<file path="src/rtl/regfile_pkg.sv">
// Shared types and helpers for the dual-bank (int + float) register file.
package regfile_pkg;

   // Default data width of every register in both banks.
   localparam int XLEN_DEF = 32;

   // Bank select encoding used on every read, write and issue port.
   typedef enum logic {
      BANK_INT = 1'b0,
      BANK_FLT = 1'b1
   } bank_t;

   // Low bit of port `port` inside a flat vector of `width`-bit fields.
   function automatic int port_lo(input int port, input int width);
      return port * width;
   endfunction

endpackage

</file>
<file path="src/rtl/regfile_bank.sv">
// One register bank: storage array, busy scoreboard, NRD bypassing read muxes
// and the bank-local claim/clear decode. ZERO_R0 hardwires entry 0 to zero.
module regfile_bank
   import regfile_pkg::*;
#(
   parameter int XLEN    = XLEN_DEF,
   parameter int NREG    = 32,
   parameter int NRD     = 2,
   parameter bit ZERO_R0 = 1'b0,
   parameter int AW      = $clog2(NREG)
) (
   input  logic                clk,
   input  logic                rstn,
   input  logic [NRD*AW-1:0]   rd_addr,
   output logic [NRD*XLEN-1:0] rd_data,
   output logic [NRD-1:0]      rd_busy,
   input  logic                wenable,
   input  logic [AW-1:0]       wreg,
   input  logic [XLEN-1:0]     wdata,
   input  logic                claim,
   input  logic [AW-1:0]       iss_reg,
   output logic                iss_busy
);

   logic [XLEN-1:0] regs [NREG];
   logic [NREG-1:0] busy;
   logic [NREG-1:0] busy_nxt;
   logic            wr_ok;
   logic            claim_ok;

   // A write or claim aimed at a hardwired-zero r0 is simply discarded.
   assign wr_ok    = wenable && !(ZERO_R0 && (wreg == '0));
   assign claim_ok = claim && !(ZERO_R0 && (iss_reg == '0));
   assign iss_busy = busy[iss_reg];

   // Register array: async clear, one write per edge.
   always_ff @(posedge clk or negedge rstn) begin
      if (!rstn) begin
         for (int k = 0; k < NREG; k++) regs[k] <= '0;
      end else if (wr_ok) begin
         regs[wreg] <= wdata;
      end
   end

   // Scoreboard next state: writeback clears first, so a same-edge claim wins.
   always_comb begin
      busy_nxt = busy;
      if (wenable) busy_nxt[wreg] = 1'b0;
      if (claim_ok) busy_nxt[iss_reg] = 1'b1;
   end

   // Scoreboard register.
   always_ff @(posedge clk or negedge rstn) begin
      if (!rstn) busy <= '0;
      else       busy <= busy_nxt;
   end

   // Read muxes: zero register first, then same-cycle bypass, then the array.
   always_comb begin
      logic [AW-1:0] addr;
      addr    = '0;
      rd_data = '0;
      rd_busy = '0;
      for (int i = 0; i < NRD; i++) begin
         addr = rd_addr[port_lo(i, AW) +: AW];
         if (ZERO_R0 && (addr == '0)) begin
            rd_data[port_lo(i, XLEN) +: XLEN] = '0;
         end else if (wenable && (addr == wreg)) begin
            rd_data[port_lo(i, XLEN) +: XLEN] = wdata;
         end else begin
            rd_data[port_lo(i, XLEN) +: XLEN] = regs[addr];
            rd_busy[i]                        = busy[addr];
         end
      end
   end

endmodule

</file>
<file path="src/rtl/dual_bank_regfile.sv">
// Integer + float architectural register file with write->read bypass,
// hardwired-zero int r0 and a per-register busy scoreboard for WAW stalls.
module dual_bank_regfile
   import regfile_pkg::*;
#(
   parameter int XLEN    = XLEN_DEF,
   parameter int NREG    = 32,
   parameter int NRD     = 2,
   parameter bit ZERO_R0 = 1'b1,
   localparam int AW     = $clog2(NREG)
) (
   input  logic                clk,
   input  logic                rstn,
   input  logic [NRD-1:0]      rd_fmode,
   input  logic [NRD*AW-1:0]   rd_addr,
   output logic [NRD*XLEN-1:0] rd_data,
   output logic [NRD-1:0]      rd_busy,
   input  logic                wenable,
   input  logic                wfmode,
   input  logic [AW-1:0]       wreg,
   input  logic [XLEN-1:0]     wdata,
   input  logic                iss_valid,
   input  logic                iss_fmode,
   input  logic [AW-1:0]       iss_reg,
   output logic                iss_ready
);

   logic [NRD*XLEN-1:0] int_data, flt_data;
   logic [NRD-1:0]      int_busy, flt_busy;
   logic                int_iss_busy, flt_iss_busy;
   logic                int_we, flt_we;
   logic                iss_busy, iss_release;

   assign int_we = wenable && (wfmode == BANK_INT);
   assign flt_we = wenable && (wfmode == BANK_FLT);

   // WAW stall unless the current producer writes back this very cycle.
   // Deliberately independent of iss_valid.
   assign iss_busy    = (iss_fmode == BANK_FLT) ? flt_iss_busy : int_iss_busy;
   assign iss_release = wenable && (wfmode == iss_fmode) && (wreg == iss_reg);
   assign iss_ready   = rstn && (!iss_busy || iss_release);

   regfile_bank #(
      .XLEN(XLEN), .NREG(NREG), .NRD(NRD), .ZERO_R0(ZERO_R0), .AW(AW)
   ) u_int_bank (
      .clk(clk), .rstn(rstn),
      .rd_addr(rd_addr), .rd_data(int_data), .rd_busy(int_busy),
      .wenable(int_we), .wreg(wreg), .wdata(wdata),
      .claim(iss_valid && iss_ready && (iss_fmode == BANK_INT)),
      .iss_reg(iss_reg), .iss_busy(int_iss_busy)
   );

   regfile_bank #(
      .XLEN(XLEN), .NREG(NREG), .NRD(NRD), .ZERO_R0(1'b0), .AW(AW)
   ) u_flt_bank (
      .clk(clk), .rstn(rstn),
      .rd_addr(rd_addr), .rd_data(flt_data), .rd_busy(flt_busy),
      .wenable(flt_we), .wreg(wreg), .wdata(wdata),
      .claim(iss_valid && iss_ready && (iss_fmode == BANK_FLT)),
      .iss_reg(iss_reg), .iss_busy(flt_iss_busy)
   );

   // Per-port bank steering; everything reads as idle while reset is held.
   always_comb begin
      rd_data = '0;
      rd_busy = '0;
      for (int i = 0; i < NRD; i++) begin
         if (rstn) begin
            if (rd_fmode[i] == BANK_FLT) begin
               rd_data[port_lo(i, XLEN) +: XLEN] = flt_data[port_lo(i, XLEN) +: XLEN];
               rd_busy[i]                        = flt_busy[i];
            end else begin
               rd_data[port_lo(i, XLEN) +: XLEN] = int_data[port_lo(i, XLEN) +: XLEN];
               rd_busy[i]                        = int_busy[i];
            end
         end
      end
   end

endmodule
</file>
<file path="config.mk">
export PLATFORM = sky130hd
export DESIGN_NAME = dual_bank_regfile
export DESIGN_NICKNAME = d
export VERILOG_FILES = /design/src/rtl/regfile_pkg.sv /design/src/rtl/regfile_bank.sv /design/src/rtl/dual_bank_regfile.sv
export SDC_FILE = /design/constraint.sdc
export NUM_CORES = 2
export LEC_CHECK = 0
export ABC_CLOCK_PERIOD_IN_PS = 10300
export BUFFER_PORTS_ARGS = -buffer_cell sky130_fd_sc_hd__buf_2
export CELL_PAD_IN_SITES_DETAIL_PLACEMENT = 0
export CELL_PAD_IN_SITES_GLOBAL_PLACEMENT = 1
export CORE_MARGIN = 2
export CORE_UTILIZATION = 58
export DETAILED_ROUTE_END_ITERATION = 7
export PLACE_DENSITY = 0.9
export SLEW_MARGIN = 20
export SYNTH_ARGS = -nofsm -noshare
export SYNTH_HDL_FRONTEND = slang
export SYNTH_SLANG_ARGS = --single-unit
export TNS_END_PERCENT = 30
</file>
<file path="constraint.sdc">
create_clock -name clk -period 10.3 [get_ports clk]
set_input_delay 2.575 -clock clk [delete_from_list [all_inputs] [get_ports clk]]
set_output_delay 2.575 -clock clk [all_outputs]
set_load 0.05 [all_outputs]
</file>
After elaboration in Yosys (flattened, before gate mapping)
Cells that the tools add are included.
Widths: inputs -> output; s select.
Cells by class
  magnitude comparators: 10
  eq/ne operators: 4
  mux-type cells: 57
  bitwise gates (word level): 10
  reductions and logical operators: 25
Operator list (number)
  $bwmux 1024: 2
  $mux 32: 23
  $bmux 32 s5: 4
  $demux 32 s5: 1
  $and 32x32->32: 2
  $or 32x32->32: 2
  $not 32->32: 1
  $bmux 1 s5: 6
  $lt 5x6->1 const B: 4
  $logic_not 5->1: 4
  $mux 1: 19
  $ge 6x6->1 const B: 3
  $not 5->6: 3
  $logic_and 1x1->1: 17
  $eq 5x5->1: 3
  $demux 1 s5: 2
  $ge 5x1->1 const B: 2
  $lt 6x1->1 const B: 1
  $logic_not 1->1: 3
  $not 1->1: 2
  $eq 1x1->1: 1
  $logic_or 1x1->1: 1
Storage, ports and cells
  register bits: 2112
  input bits: 60
  output and inout bits: 67
  word-level logic and storage cells: 172

Depth between registers and ports, before layout
  depth after elaboration: 10
  gate-level depth with buffers: 11
  gate-level depth less buffers: 7

Cells and area by module
A second synthesis with hierarchy kept.
Unflattened totals
  cells, all modules: 7987
  area, all modules: 115793.6 um^2
Modules (own cells, without submodules)
  regfile_bank at u_flt_bank: times used 1, cells an instance 3983, area an instance 58025.7 um^2, sequential area each 26425.3 um^2
  regfile_bank at u_int_bank: times used 1, cells an instance 3837, area an instance 56435.4 um^2, sequential area each 26425.3 um^2
  dual_bank_regfile: times used 1, cells an instance 167, area an instance 1332.5 um^2, sequential area each 0.0 um^2

Worst setup path before layout
OpenSTA, ideal clock, no wires.
  path kind: input to output
  start: input port wfmode
  end: output port rd_busy[1]
  arrival: 5.011 ns
  required time: 7.725 ns
  path slack: 2.714 ns
  stages on the path: 8
  buffers on the path: 4
  path through: buf_2 nand2b_1 clkbuf_1 nor3_1 or2_1 buf_2 buf_2 o32ai_1
Between the ends
  cells in the longest elaborated chain, start to end: 7
  elaborated cells between the ends (all ways): 10
  classes of those cells: mux: 5; bitwise: 1; reduce/logical: 4
RTL lines
  from (decl): RTL line dual_bank_regfile.sv:19  | input logic wfmode,
  $not 1->1: RTL line dual_bank_regfile.sv:34  | assign int_we = wenable && (wfmode == BANK_INT);
  $logic_and 1x1->1: RTL line dual_bank_regfile.sv:34
  $logic_and 1x1->1: RTL line regfile_bank.sv:68  | end else if (wenable && (addr == wreg)) begin
  $mux 1: RTL line regfile_bank.sv:68
  $mux 1: RTL line regfile_bank.sv:66  | if (ZERO_R0 && (addr == '0)) begin
  $mux 1 *: RTL line dual_bank_regfile.sv:69  | if (rd_fmode[i] == BANK_FLT) begin
  $mux 1 *: RTL line dual_bank_regfile.sv:68  | if (rstn) begin
  to (decl): RTL line dual_bank_regfile.sv:17  | output logic [NRD-1:0] rd_busy,
Mark *: on every way between the ends. The rest lies on a longest branch, timed or not.

Worst setup path after layout
  start: input port rd_addr[9]
  end: output port rd_data[45]
Between the ends
  cells in the longest elaborated chain, start to end: 8
  elaborated cells between the ends (all ways): 16
  classes of those cells: eq/ne: 1; mux: 11; bitwise: 1; reduce/logical: 3
RTL lines
  from (decl): RTL line dual_bank_regfile.sv:15  | input logic [NRD*AW-1:0] rd_addr,
  $not 5->6 (not written as such): RTL line regfile_bank.sv:71  | rd_data[port_lo(i, XLEN) +: XLEN] = regs[addr];
  $bmux 32 s5: RTL line regfile_bank.sv:71
  $mux 32 (not written as such) (2 in a row): RTL line regfile_bank.sv:71
  $mux 32: RTL line regfile_bank.sv:68
  $mux 32: RTL line regfile_bank.sv:66
  $mux 32 *: RTL line dual_bank_regfile.sv:69
  $mux 32 *: RTL line dual_bank_regfile.sv:68
  to (decl): RTL line dual_bank_regfile.sv:16  | output logic [NRD*XLEN-1:0] rd_data,
Mark *: on every way between the ends. The rest lies on a longest branch, timed or not. The select of a mux whose other input is x is not followed.

==> metrics.sh <==
CTSLONGESTPATHBUFFERS=3
GRT_UTIL_MET1_PCT=48.6
FP-ROW-COUNT=164
FINAL_DESIGN_AREA_NO_FILL_UM2=126000
ROUTED_WIRELENGTH_UM=384000
NFILLCELLS=14400
CLOCK_SLEW_AT_REPORTED_PATH_FFS_PS=60
UNREPAIRED_SETUP_ENDPOINTS_AFTER_GLOBAL_ROUTING='false'
FINAL_CORE_UTILIZATION_PCT=63.0
SYN_NETS=8772
DETAILEDROUTE.FIRSTPASSITERATIONCOUNT=6
FMAX_MHz=110
GRT_ANTENNA_BEFORE_REPAIR=18
GROUTE.LAYER.MET3.USAGE_PCT=10.5
ROUTED_VIA_DENSITY=7.41
DETAILEDPLACEMENTHPWL_UM=216000
WORST_SETUP_PATH_START_KIND='input port'
CHIP_HEIGHT_UM=452
WHS_PS=396
CRITPATHREQUIREDTIME_PS=7730
CLOCK-SKEW-FINAL_PS=7.29
TIMING.FINAL.SETUP_VIOLATIONS=0
FINAL.MIN_CLOCK_PERIOD_PS=9100
POSTSYNTH.ASYNCRESETSHARE_PCT=100
CLKSINKCOUNT=2112
WORST_EP_ARRIVAL_TIME_PS=6520
HOLD_CLASS='flip-flop to flip-flop'
CRIT_SLOWEST_CELL='sky130_fd_sc_hd__nand3_2'
DRC=0
TIMING.SETUP.CRITICAL_PATH_CLASS='input port to output pin'
LARGEST_FANOUT_ON_THE_CRITICAL_PATH=45
POWER.LEAKAGE_nW=56.9
AREA_DELTA_SYNTH_FINAL_PCT=7.85
RUN_STATUS='finished clean'
DETAIL_ROUTE.WL_PER_CELL_UM=34.5
PLACED_INSTANCE_AREA_UM2=118000
FINISH.NET_COUNT=8362
DR_TOTAL_VIAS=82600
FIRST_PASS_GRT_WIRE_LENGTH_UM=565000
POSTROUTEANTENNANETS=0
GRT_UTIL_ALL_LAYERS_PCT=37.2
CLOCK_TREE.HTREE_LEVEL_COUNT=4
RELSLEWSLACK_PCT=25.8
SYNTH.AVG_CELL_AREA_UM2=13.4
INITIALDRTVIOLATIONCOUNT=10500
FINAL_LAYOUT_SIZE_SUFFIX_GT1_SHARE_PCT=41.2
PATH_CELLS='buf_6, nand3_2, buf_4, o221ai_1, a221oi_1, o31ai_1, o21a_1, buf_2'
TIMING.CRITICAL_PATH.TO_TYPE='output pin'
WORSTMARGINPINSLEW_PS=1100
CRIT_PATH_MAX_INCR_DELAY_PS=860
SYNTH.AREA.TOP_CELLS='sky130_fd_sc_hd__dfrtp_1 (45%), sky130_fd_sc_hd__mux2_2 (20%), sky130_fd_sc_hd__mux4_2 (11%)'
GRT.BUSIEST_LAYER='met2'
POSTSYNTHCELLCOUNT=8712
IR_WORST_VDD_uV=181
DIE_W_UM=452
P_TOTAL_mW=22.2
WORST_SKEW_PAIR.LATE_LATENCY_PS=890
IO_PINS=127
GRT_MAX_DEGREE=197
SYNTH_CELL_TYPE_COUNT=72
SYNTHMOSTINSTANTIATEDCELL='sky130_fd_sc_hd__dfrtp_1'
CTS_RESIZED=0
FINAL-MAX-SLEW-VIOLATION-COUNT=0
SYNTH_TOP_AREA_SHARE_PCT=45.3
SYN-CELL-AREA_UM2=117000
CTS_SETUP_BUFFERS=0
FLOORPLAN.DIE_AREA_UM2=205000
GLOBALROUTEOVERFLOWTOTAL=0
SYNTH_FLOP_CELL='sky130_fd_sc_hd__dfrtp_1'
FLOORPLAN.INITIALDENSITY_PCT=58.4
PLACE_CONGESTION=0.910
MAX_CAP_VIOLATIONS=0
SYNTH-WARNING-COUNT=0
YOSYSTOPAREACELL='sky130_fd_sc_hd__dfrtp_1'
YS_SEQ_AREA_SHARE_PCT=45.3
SYNTH_SEQ_CELLS=2112
CTS_BUFFERS=214
CORE_UM2=200000
LAYOUT_WORST_PATH_CYCLE_SHARE_PCT=88.3
GRT_PASS1_VIAS=84000
TNS_PS=0
PWR_DENSITY_CELL_nW_PER_UM2=177
IO_BUFFERS=126
CTS_TREE='done'
SYNTH_EDF_COUNT=0
NUMBER_OF_FAILING_HOLD_ENDPOINTS_AT_THE_FINAL_STAGE=0
GR-USAGE-MET2_PCT=55.4
CTS_HOLD_BUFFERS=0
YOSYS-TOP-CELLS-COUNT='sky130_fd_sc_hd__dfrtp_1 (2112), sky130_fd_sc_hd__mux2_2 (2098), sky130_fd_sc_hd__mux2i_1 (935), sky130_fd_sc_hd__mux4_2 (577), sky130_fd_sc_hd__clkbuf_1 (515)'
CTS_ROOT_BUFFER='sky130_fd_sc_hd__clkbuf_16'
==> path summary, 6_finish.rpt <==
| path | from | end | slack (ps) | cells past startpoint |
|---|---|---|---|---|
| min in group asynchronous | rstn | u_flt_bank.regs[220]$_DFFE_PN0P_ | 1590 | 1 |
| hold / removal | u_int_bank.regs[1001]$_DFFE_PN0P_ | u_int_bank.regs[1001]$_DFFE_PN0P_ | 400 | 0 |
| setup reg to reg | u_int_bank.busy[23]$_DFF_PN0_ | u_int_bank.busy[30]$_DFF_PN0_ | 7820 | 7 |
| max in group asynchronous | rstn | u_flt_bank.regs[932]$_DFFE_PN0P_ | 5020 | 6 |
| setup / recovery | rd_addr[9] | rd_data[45] | 1200 | 8 |
| hold reg to reg | u_int_bank.regs[1001]$_DFFE_PN0P_ | u_int_bank.regs[1001]$_DFFE_PN0P_ | 400 | 0 |
==> cell families (layout without fill, tap and decap cells) <==
kind of cell	Yosys count	after routing	share of synthesized area, %
AOI/OAI and AO/OA	1275	1275	7.75
xor gates and xnor gates	16	16	0.120
buffers and inverters	1039	800	4.33
DFF	2112	2112	45.3
muxes	3648	3648	39.8
other	0	11	0
and+or+nand+nor	622	622	2.64
==> routing by layer <==
layer / vias to the layer above / wire [um]
li1: 32500 / -
met1: 43000 / 142000
met2: 5568 / 170000
met3: 1496 / 44400
met4: 8 / 27300
met5: - / 47
==> sequential cells by signal, summed over array words and instances, names as in the netlist <==
name,count
u_int_bank.busy,32
u_int_bank.regs,1024
u_flt_bank.busy,32
u_flt_bank.regs,1024
==> where the power goes <==
part / total, mW / switching, mW / internal [mW] / leakage (nW)
registers: 10.2 / 0.851 / 9.38 / 28.1
logic: 3.87 / 1.90 / 1.97 / 25.2
clock network: 8.14 / 3.46 / 4.68 / 3.60
total: 22.2 / 6.21 / 16.0 / 56.9
==> area by class of cell <==
| cell class | count | area, um^2 | share of cell area, % |
|---|---|---|---|
| Timing Repair Buffer | 373 | 3000 | 2.39 |
| Antenna cell | 11 | 27.5 | 0.0219 |
| Sequential cell | 2112 | 52900 | 42.0 |
| Tap cell | 2656 | 3320 | 2.64 |
| Inverter | 40 | 153 | 0.121 |
| Multi-Input combinational cell | 5561 | 59100 | 47.0 |
| Clock inverter | 82 | 1050 | 0.832 |
| Clock buffer | 305 | 6230 | 4.96 |
==> metrics by stage <==
stage | instances | setup slack [ps]
after global routing | 11100 | 1260
after detailed placement | 10700 | 1490
after floorplan | 8712 | 2710
after CTS | 11100 | 1490
final | 11100 | 1200
after global placement | 10700 | 1490
==> worst max-delay path, delay by kind of cell <==
kind	cells	cell delay, ps
AND/OR/NAND/NOR	1	860
AO/OA/AOI/OAI	4	1500
buffers and inverters	3	1330
==> placed cells by master (no fill, tap or decap), drive strengths merged, types with 63 or more instances in the layout <==
cell	count
a32o	63
mux4	577
o22ai	171
mux2i	935
nand3	117
nand2	241
a211o	63
nor2b	100
a211oi	120
a22oi	137
mux2	2136
a21oi	170
o221ai	92
o21ai	149
clkbuf	306
buf	372
dfrtp	2112
a221oi	70
Note: power is estimated with default switching activity, not from simulation.
